[src/rtl/pwm_audio_dac.sv]
// Multi-channel PWM audio DAC.
// Signed samples arrive over valid/ready. Each sample gets a volume shift with saturation and is
// converted to an offset-binary duty. Duties are double-buffered and swapped in only on PWM
// period boundaries.
// Optional build macro: SIGMA_DELTA_EN adds first-order noise shaping of the truncation error.
module pwm_audio_dac #(
    parameter int unsigned CHANNELS  = 2,
    parameter int unsigned WIDTH     = 16,
    parameter int unsigned PWM_WIDTH = 8,
    parameter int unsigned VOL_MAX   = 7
) (
    input  logic                      clock,
    input  logic                      clock_sreset,
    input  logic                      data_valid,
    output logic                      data_ready,
    input  logic [CHANNELS*WIDTH-1:0] data_in,
    input  logic [3:0]                volume_shift,
    output logic [CHANNELS-1:0]       pwm_out,
    output logic                      underrun,
    output logic                      clipped
);
    localparam int unsigned ExtW = WIDTH + VOL_MAX;
    localparam int unsigned ResW = WIDTH - PWM_WIDTH;
    localparam logic [PWM_WIDTH-1:0] DutyMid = {1'b1, {(PWM_WIDTH-1){1'b0}}};
    localparam logic [WIDTH-1:0]     SatMax  = {1'b0, {(WIDTH-1){1'b1}}};
    localparam logic [WIDTH-1:0]     SatMin  = {1'b1, {(WIDTH-1){1'b0}}};

    logic [PWM_WIDTH-1:0]               cnt_q, cnt_d;
    logic                               pend_valid_q, pend_valid_d;
    logic [CHANNELS-1:0][PWM_WIDTH-1:0] active_q, active_d;
    logic [CHANNELS-1:0][PWM_WIDTH-1:0] pend_q, pend_d;
    logic [CHANNELS-1:0][PWM_WIDTH-1:0] conv_duty;
    logic [CHANNELS-1:0]                pwm_q, pwm_d;
    logic                               underrun_q, underrun_d;
    logic                               clipped_q, clipped_d;
    logic                               wrap, accept;
    logic [3:0]                         shamt;

    logic signed [ExtW-1:0] ext [CHANNELS];
    logic [WIDTH-1:0]       sat [CHANNELS];
    logic [CHANNELS-1:0]    clip;

`ifdef SIGMA_DELTA_EN
    logic [CHANNELS-1:0][ResW-1:0] resid_q, resid_d;
    logic [WIDTH:0]                sum [CHANNELS];
    logic [WIDTH-1:0]              shaped [CHANNELS];
`else
    logic                          unused_sat_lsbs;
`endif

    // Per-channel volume shift, saturation and conversion to offset-binary duty.
    always_comb begin
        shamt = (volume_shift > 4'(VOL_MAX)) ? 4'(VOL_MAX) : volume_shift;
`ifndef SIGMA_DELTA_EN
        unused_sat_lsbs = 1'b0;
`endif
        for (int c = 0; c < CHANNELS; c++) begin
            ext[c] = ExtW'($signed(data_in[c*WIDTH +: WIDTH])) <<< shamt;
            // In range only if every bit from the result sign down to bit WIDTH-1 agrees.
            clip[c] = ~((&ext[c][ExtW-1:WIDTH-1]) | ~(|ext[c][ExtW-1:WIDTH-1]));
            sat[c]  = clip[c] ? (ext[c][ExtW-1] ? SatMin : SatMax) : ext[c][WIDTH-1:0];
`ifdef SIGMA_DELTA_EN
            // Residual is non-negative, so only positive overflow is possible.
            sum[c]       = {sat[c][WIDTH-1], sat[c]} + (WIDTH+1)'(resid_q[c]);
            shaped[c]    = (sum[c][WIDTH] != sum[c][WIDTH-1]) ? SatMax : sum[c][WIDTH-1:0];
            conv_duty[c] = shaped[c][WIDTH-1 -: PWM_WIDTH] ^ DutyMid;
            resid_d[c]   = accept ? shaped[c][ResW-1:0] : resid_q[c];
`else
            conv_duty[c]    = sat[c][WIDTH-1 -: PWM_WIDTH] ^ DutyMid;
            unused_sat_lsbs = unused_sat_lsbs ^ (^sat[c][ResW-1:0]);
`endif
        end
    end

    // Handshake, double-buffer control and PWM compare.
    always_comb begin
        wrap         = &cnt_q;
        data_ready   = ~pend_valid_q | wrap;
        accept       = data_valid & data_ready;
        cnt_d        = cnt_q + 1'b1;
        active_d     = (wrap && pend_valid_q) ? pend_q : active_q;
        pend_d       = accept ? conv_duty : pend_q;
        // A sample accepted on the wrap cycle refills the buffer just emptied.
        pend_valid_d = accept | (pend_valid_q & ~wrap);
        underrun_d   = wrap & ~pend_valid_q;
        clipped_d    = accept & (|clip);
        for (int c = 0; c < CHANNELS; c++) begin
            pwm_d[c] = cnt_q < active_q[c];
        end
    end

    // State registers; reset restores mid-scale silence and discards any partial period.
    always_ff @(posedge clock) begin
        if (clock_sreset) begin
            cnt_q        <= '0;
            pend_valid_q <= 1'b0;
            active_q     <= {CHANNELS{DutyMid}};
            pend_q       <= {CHANNELS{DutyMid}};
            pwm_q        <= '0;
            underrun_q   <= 1'b0;
            clipped_q    <= 1'b0;
        end else begin
            cnt_q        <= cnt_d;
            pend_valid_q <= pend_valid_d;
            active_q     <= active_d;
            pend_q       <= pend_d;
            pwm_q        <= pwm_d;
            underrun_q   <= underrun_d;
            clipped_q    <= clipped_d;
        end
    end

`ifdef SIGMA_DELTA_EN
    // Noise-shaping residuals, updated once per accepted sample.
    always_ff @(posedge clock) begin
        if (clock_sreset) begin
            resid_q <= '0;
        end else begin
            resid_q <= resid_d;
        end
    end
`endif

    assign pwm_out  = pwm_q;
    assign underrun = underrun_q;
    assign clipped  = clipped_q;

endmodule

[config.mk]
export PLATFORM = sky130hd
export DESIGN_NAME = pwm_audio_dac
export DESIGN_NICKNAME = d
export VERILOG_FILES = /design/src/rtl/pwm_audio_dac.sv
export SDC_FILE = /design/constraint.sdc
export NUM_CORES = 1
export LEC_CHECK = 0
export CORE_MARGIN = 2
export CORE_UTILIZATION = 45
export DETAILED_ROUTE_END_ITERATION = 8
export GPL_ROUTABILITY_DRIVEN = 0
export PLACE_DENSITY = 0.7
export SYNTH_ARGS = -nofsm -noshare
export SYNTH_HDL_FRONTEND = slang
export SYNTH_SLANG_ARGS = --single-unit
[constraint.sdc]
create_clock -name clock -period 2.4 [get_ports clock]
set_input_delay 0.36 -clock clock [delete_from_list [all_inputs] [get_ports clock]]
set_output_delay 0.36 -clock clock [all_outputs]
set_load 0.02 [all_outputs]
==> metrics.csv, run 1 <==
stage,metric,value,unit
status,status,"finished, final reports clean",
die,Die Wd,87.7,µm
final_layout,Fillers,613,
critical_path,critical path class,input pin to flip-flop,
synth,sequential area share after synthesis,28.5,%
placed_design,hpwl dp,6140,µm
timing,min cycle time layout,2220,ps
synth,syn_nets,414,
hold_path,hold crit path type,flip-flop to flip-flop,
critical_path,flop2flop setup slack,200,ps
route,Vias/cell,5.56,
synth,Synth Register Bits,45,
clock_network,clock buffer depth,2,
critical_path,"Req. time, crit path",2600,ps
critical_path,WP data arrival,2410,ps
run,max-capacitance violation count,0,
placed_design,Placed Cells,539,
synth,number of enable flip-flop cells after synthesis,0,
synth,Gate Count Post-Synth,360,
synth,"Cell Area, Synth",3160,µm²
timing,Fin Hold WS,466,ps
critical_path,cells on worst reg2reg path,9,
synth,warning count from the yosys run,0,
final_layout,Ant. Diodes,0,
die,row count,30,
route,vias,3054,
timing,Max transition margin,35.0,%
route,Detail Route Antenna Nets,0,
timing,RSZ-0062 raised after global routing,no,
clock_network,clk sinks,45,
global_route,overall routing resource usage,21.1,%
route,1st-iter DRT viols,98,
final_layout,"commonest non-fill, non-tap cell in the layout",buf_4,
route,Post-Route M1 WL,3410,µm
timing,max-slew violations,0,
final_layout,P&R area growth vs syn,36.3,%
timing,final setup vio count,0,
critical_path,CP Capture Type,flip-flop,
power_and_ir_drop,static leakage,1.86,nW
timing,achievable clock frequency,451,MHz
synth,syn avg cell area,8.77,µm²
clock_network,CTS buffer count,5,
route,Routed WL,7750,µm
critical_path,Critical Path Fanout Max,7,
critical_path,Critical Path Sink,pend_q[6],
route,DR WL met3,186,µm
die,num ports,44,
global_route,vias in the first global route,2953,
power_and_ir_drop,Max VDD drop,0.243,mV
synth,asr flop ratio synth,0,%
power_and_ir_drop,power per cell area,410,nW/µm²
die,initial core utilization,46.4,%
timing,"Period Utilization, post-route",92.3,%
timing,clk_skew,3.70,ps
clock_network,Worst-path clk slew,80,ps
clock_network,CTS tree,done,
global_route,wire length of the first global-routing pass,13300,µm
global_route,antenna violations before repair,0,
timing,Tightest Pin Transition,975,ps
route,Initial DRT Pass Iterations,4,
global_route,largest net degree at the start of global routing,25,
die,DIE AREA,7700,µm²
synth,Yosys top cell by area,dfxtp_1,
clock_network,H-tree Lvls,2,
route,Max Used Layer,met4,
placed_design,input/output buffers,41,
critical_path,R2R Path End,pend_q[6],
synth,Synth area leaders,"dfxtp_1 29%, mux2i_1 9.2%, mux4_2 7.9%, ha_1 5.9%, nor2_1 4.4%",
route,met2 routed WL,4000,µm
timing,setup TNS,0,ps
synth,"Top FF cell, synth",dfxtp_1,
die,core area,6790,µm²
final_layout,final cell count without fillers,549,
synth,unique cell type count in the Yosys netlist,54,
global_route,global route overflow,0,
final_layout,final net count,506,
final_layout,"commonest cells after routing, fill and taps aside","64 x buf_4, 45 x dfxtp_1, 36 x nor2_1, 36 x clkdlybuf4s50_1",
synth,share of the synthesized area in the top cell type,28.5,%
final_layout,share of cells above drive strength 1,23.8,%
timing,final hold vios,0,
clock_network,Post-CTS Hold Fix Bufs,0,
clock_network,Worst-Skew Late Latency,290,ps
route,routed len/inst,14.1,µm
critical_path,Setup crit start kind,input pin,
critical_path,crit path from,data_in[13],
clock_network,Root Driver,clkbuf_8,
route,DRC Markers,0,
die,Die H,87.7,µm
critical_path,Worst R2R Start,cnt_q[0],
[Yosys cell counts, types with 6 or more instances]
library cell and number:
a22o_1 6, mux2i_1 29, inv_1 20, o311ai_1 7, nor2_1 37, o21ai_0 14, ha_1 15, a211o_1 8
dfxtp_1 45, nor3_1 11, a31oi_1 6, nand3_1 10, a211oi_1 8, a21oi_1 14, mux4_2 11, nand2_1 28
clkbuf_1 14
[cell type report]
type	count	area, µm²	area share, %
Clock buffer	6	72.6	1.69
Multi-Input combinational cell	272	2190	50.9
Tap cell	96	120	2.79
Clock inverter	2	15.0	0.349
Timing Repair Buffer	108	930	21.6
Inverter	20	75.1	1.75
Sequential cell	45	901	20.9
[sequential cells by signal, indices dropped and copies added, names as in the netlist]
| name | flops |
|---|---|
| clipped | 1 |
| pend_q | 16 |
| cnt_q | 8 |
| pend_valid_q | 1 |
| active_q | 16 |
| pwm_out | 2 |
| underrun | 1 |
[report_power, final]
part / leakage (nW) / switching [W] / internal (W)
clock: 0.0374 / 0.000243 / 0.000205
combinational: 1.46 / 0.000242 / 0.000281
sequential: 0.367 / 0.0000161 / 0.000773
[critical path, cell delays in order]
cell and delay (ps):
clkdlybuf4s50_1 480, mux4_1 520, mux2_4 290, nor4bb_1 140, buf_4 150, a31oi_4 240, nand2_4 120, o311ai_1 100
[stage by stage]
stage / area (µm²) / utilization, % / setup slack, ps / total power, W
floorplan: 3160 / - / 62.8 / 0.00107
global placement: 4080 / 60.1 / -390 / 0.00129
detailed placement: 4080 / 60.1 / -448 / 0.00130
CTS: 4220 / 62.2 / 1.03 / 0.00175
global route: 4300 / 63.3 / 30.5 / 0.00185
finish: 4300 / 63.3 / 184 / 0.00176
[routing by layer]
metal | track usage, % | vias to the layer above
met5 | 0 | -
met4 | 8.81 | 0
met3 | 2.26 | 15
met2 | 38.2 | 62
met1 | 25.4 | 1441
li1 | - | 1536
[repair_timing]
item	CTS	global route
setup endpoints to repair	15	15
gates cloned	1	0
pin swaps	3	7
setup buffers	0	1
resized for setup	15	14
[worst min path at each step]
stage                      from          end  depth (start not counted)
detailed placement   pend_q[15]   pend_q[15]                          1
global route        active_q[7]  active_q[7]                          1
global placement      pend_q[7]    pend_q[7]                          1
CTS                  pend_q[15]   pend_q[15]                          1
floorplan            pend_q[15]   pend_q[15]                          1
finish               pend_q[15]   pend_q[15]                          1
[cells by family after synthesis]
group / Yosys count / share of synthesized area, %
mux: 45 / 19.8
buf+inv: 44 / 5.79
xor+xnor: 6 / 1.67
simple gates: 119 / 18.4
compound gates: 86 / 19.9
flops: 45 / 28.5
fa+ha+maj: 15 / 5.95
No activity file was read; power rests on OpenSTA's default activity.
==> inputs of run 2 (changes only) <==
CORE_UTILIZATION = 50   (was 45)
PLACE_DENSITY = 0.77   (was 0.7)
==> metrics.csv, run 2 (synthesized netlist as in run 1, its figures left out) <==
stage,metric,value,unit
status,status,"finished, final reports clean",
route,Initial DRT Pass Iterations,4,
clock_network,CTS buffer count,5,
critical_path,R2R Path End,pend_q[6],
timing,Tightest Pin Transition,1070,ps
final_layout,Largest regs,"active_q: 16 flops, pend_q: 16 flops, cnt_q: 8 flops",
route,vias,3104,
critical_path,Setup crit start kind,input pin,
hold_path,Worst Hold Depth,1,
route,DRC Markers,0,
placed_design,DP Worst Slack,-441,ps
global_route,largest net degree at the start of global routing,23,
die,core area,6030,µm²
timing,"Period Utilization, post-route",97.1,%
timing,min cycle time layout,2330,ps
critical_path,cells on worst reg2reg path,8,
final_layout,"commonest cells after routing, fill and taps aside","62 x buf_4, 44 x dfxtp_1, 38 x clkdlybuf4s50_1",
critical_path,CP Capture Type,flip-flop,
clock_network,Root Driver,clkbuf_8,
final_layout,P&R area growth vs syn,35.8,%
timing,max-slew violations,0,
global_route,wire length of the first global-routing pass,14100,µm
placed_design,hpwl dp,6430,µm
critical_path,WP data arrival,2540,ps
hold_path,hold crit path type,flip-flop to flip-flop,
die,num ports,44,
critical_path,critical path class,input pin to flip-flop,
global_route,antenna violations before repair,0,
clock_network,clk sinks,45,
power_and_ir_drop,static leakage,1.84,nW
clock_network,H-tree Lvls,2,
critical_path,flop2flop setup slack,180,ps
die,Die Wd,83.4,µm
power_and_ir_drop,Total Power,0.00182,W
die,row count,28,
critical_path,Worst R2R Start,cnt_q[3],
clock_network,Worst-path clk slew,90,ps
route,Routed WL,8300,µm
timing,clk_skew,8.81,ps
die,initial core utilization,52.4,%
timing,Max transition margin,28.7,%
die,Die H,83.4,µm
global_route,vias in the first global route,3089,
final_layout,"commonest non-fill, non-tap cell in the layout",buf_4,
power_and_ir_drop,power per cell area,425,nW/µm²
final_layout,Fillers,478,
global_route,global route overflow,0,
clock_network,clock buffer depth,2,
power_and_ir_drop,Max VDD drop,0.368,mV
timing,achievable clock frequency,429,MHz
route,Vias/cell,5.91,
placed_design,input/output buffers,41,
global_route,overall routing resource usage,24.2,%
clock_network,Worst-Skew Late Latency,310,ps
critical_path,"Req. time, crit path",2610,ps
hold_path,hold_sp,active_q[15],
die,DIE AREA,6960,µm²
final_layout,final net count,503,
timing,final worst slack,68.9,ps
clock_network,CTS tree,done,
hold_path,hold path endpoint,active_q[15],
timing,final setup vio count,0,
timing,final hold vios,0,
route,routed len/inst,15.8,µm
final_layout,share of cells above drive strength 1,25.6,%
run,max-capacitance violation count,0,
critical_path,Critical Path Fanout Max,10,
final_layout,Ant. Diodes,0,
route,1st-iter DRT viols,151,
route,Detail Route Antenna Nets,0,
## run 2: worst max-delay path: stages
cell	delay, ps
clkdlybuf4s50_1	390
buf_4	180
nor2_2	100
buf_6	140
mux4_2	300
mux2_4	300
a211oi_4	270
a31oi_4	200
o311ai_2	310
## run 2: how the worst max path moves through the flow
| stage | startpoint | end | slack (ps) |
|---|---|---|---|
| 3_3_place_gp | volume_shift[3] | pend_q[12] | -330 |
| 6_report | volume_shift[0] | pend_q[3] | 70 |
| 3_5_place_dp | volume_shift[3] | pend_q[1] | -440 |
| 2_1_floorplan | cnt_q[1] | pend_q[12] | 60 |
| 4_1_cts | volume_shift[2] | pend_q[5] | 6 |
| 5_1_grt | volume_shift[1] | pend_q[6] | -40 |
## run 2: power by group
| part | internal, W | switching [W] |
|---|---|---|
| clock network | 0.000216 | 0.000282 |
| logic | 0.000282 | 0.000251 |
| registers | 0.000774 | 0.0000169 |
| total | 0.00127 | 0.000550 |
## run 2: timing repair
action,in CTS,in global routing
endpoints found under the setup margin,16,15
hold buffers,0,0
setup buffers,0,0
cloned,1,0
resized for setup,11,23
pin swaps,5,7
## run 2: cell type report
cell class / count / area, µm² / share of cell area, %
repair buffers: 105 / 898 / 21.0
well taps: 75 / 93.8 / 2.19
multi-input cells: 272 / 2220 / 51.8
clock buffers: 5 / 68.8 / 1.61
clock inverters: 3 / 26.3 / 0.613
flip-flops and latches: 45 / 902 / 21.0
inverters: 20 / 75.1 / 1.75
## run 2: metal layers
metal  global-route usage, %  part of all wire (%)  up-vias
met5                       0                     0        -
met4                    7.18                   1.7        0
met3                    2.68                   3.7       11
met2                    45.7                    53       84
met1                    28.7                    41     1485
li1                        -                     -     1524
## run 2: through the flow
step / instance area, µm² / util [%] / setup TNS [ps] / std cells / hold WS (ps)
finish: 4290 / 71.1 / 0 / 525 / 467
global route: 4290 / 71.1 / -76.4 / 525 / 489
CTS: 4200 / 69.6 / 0 / 525 / 467
detailed placement: 4040 / 67.0 / -5980 / 516 / 442
global placement: 4040 / 67.0 / -4730 / 516 / 436
floorplan: 3160 / - / 0 / 360 / 427
==> inputs of run 3 (changes only) <==
HOLD_SLACK_MARGIN = 0.03   (was default)
==> results of run 3 <==
Same layout as run 2: the final DEF is identical, and so are final timing and power.
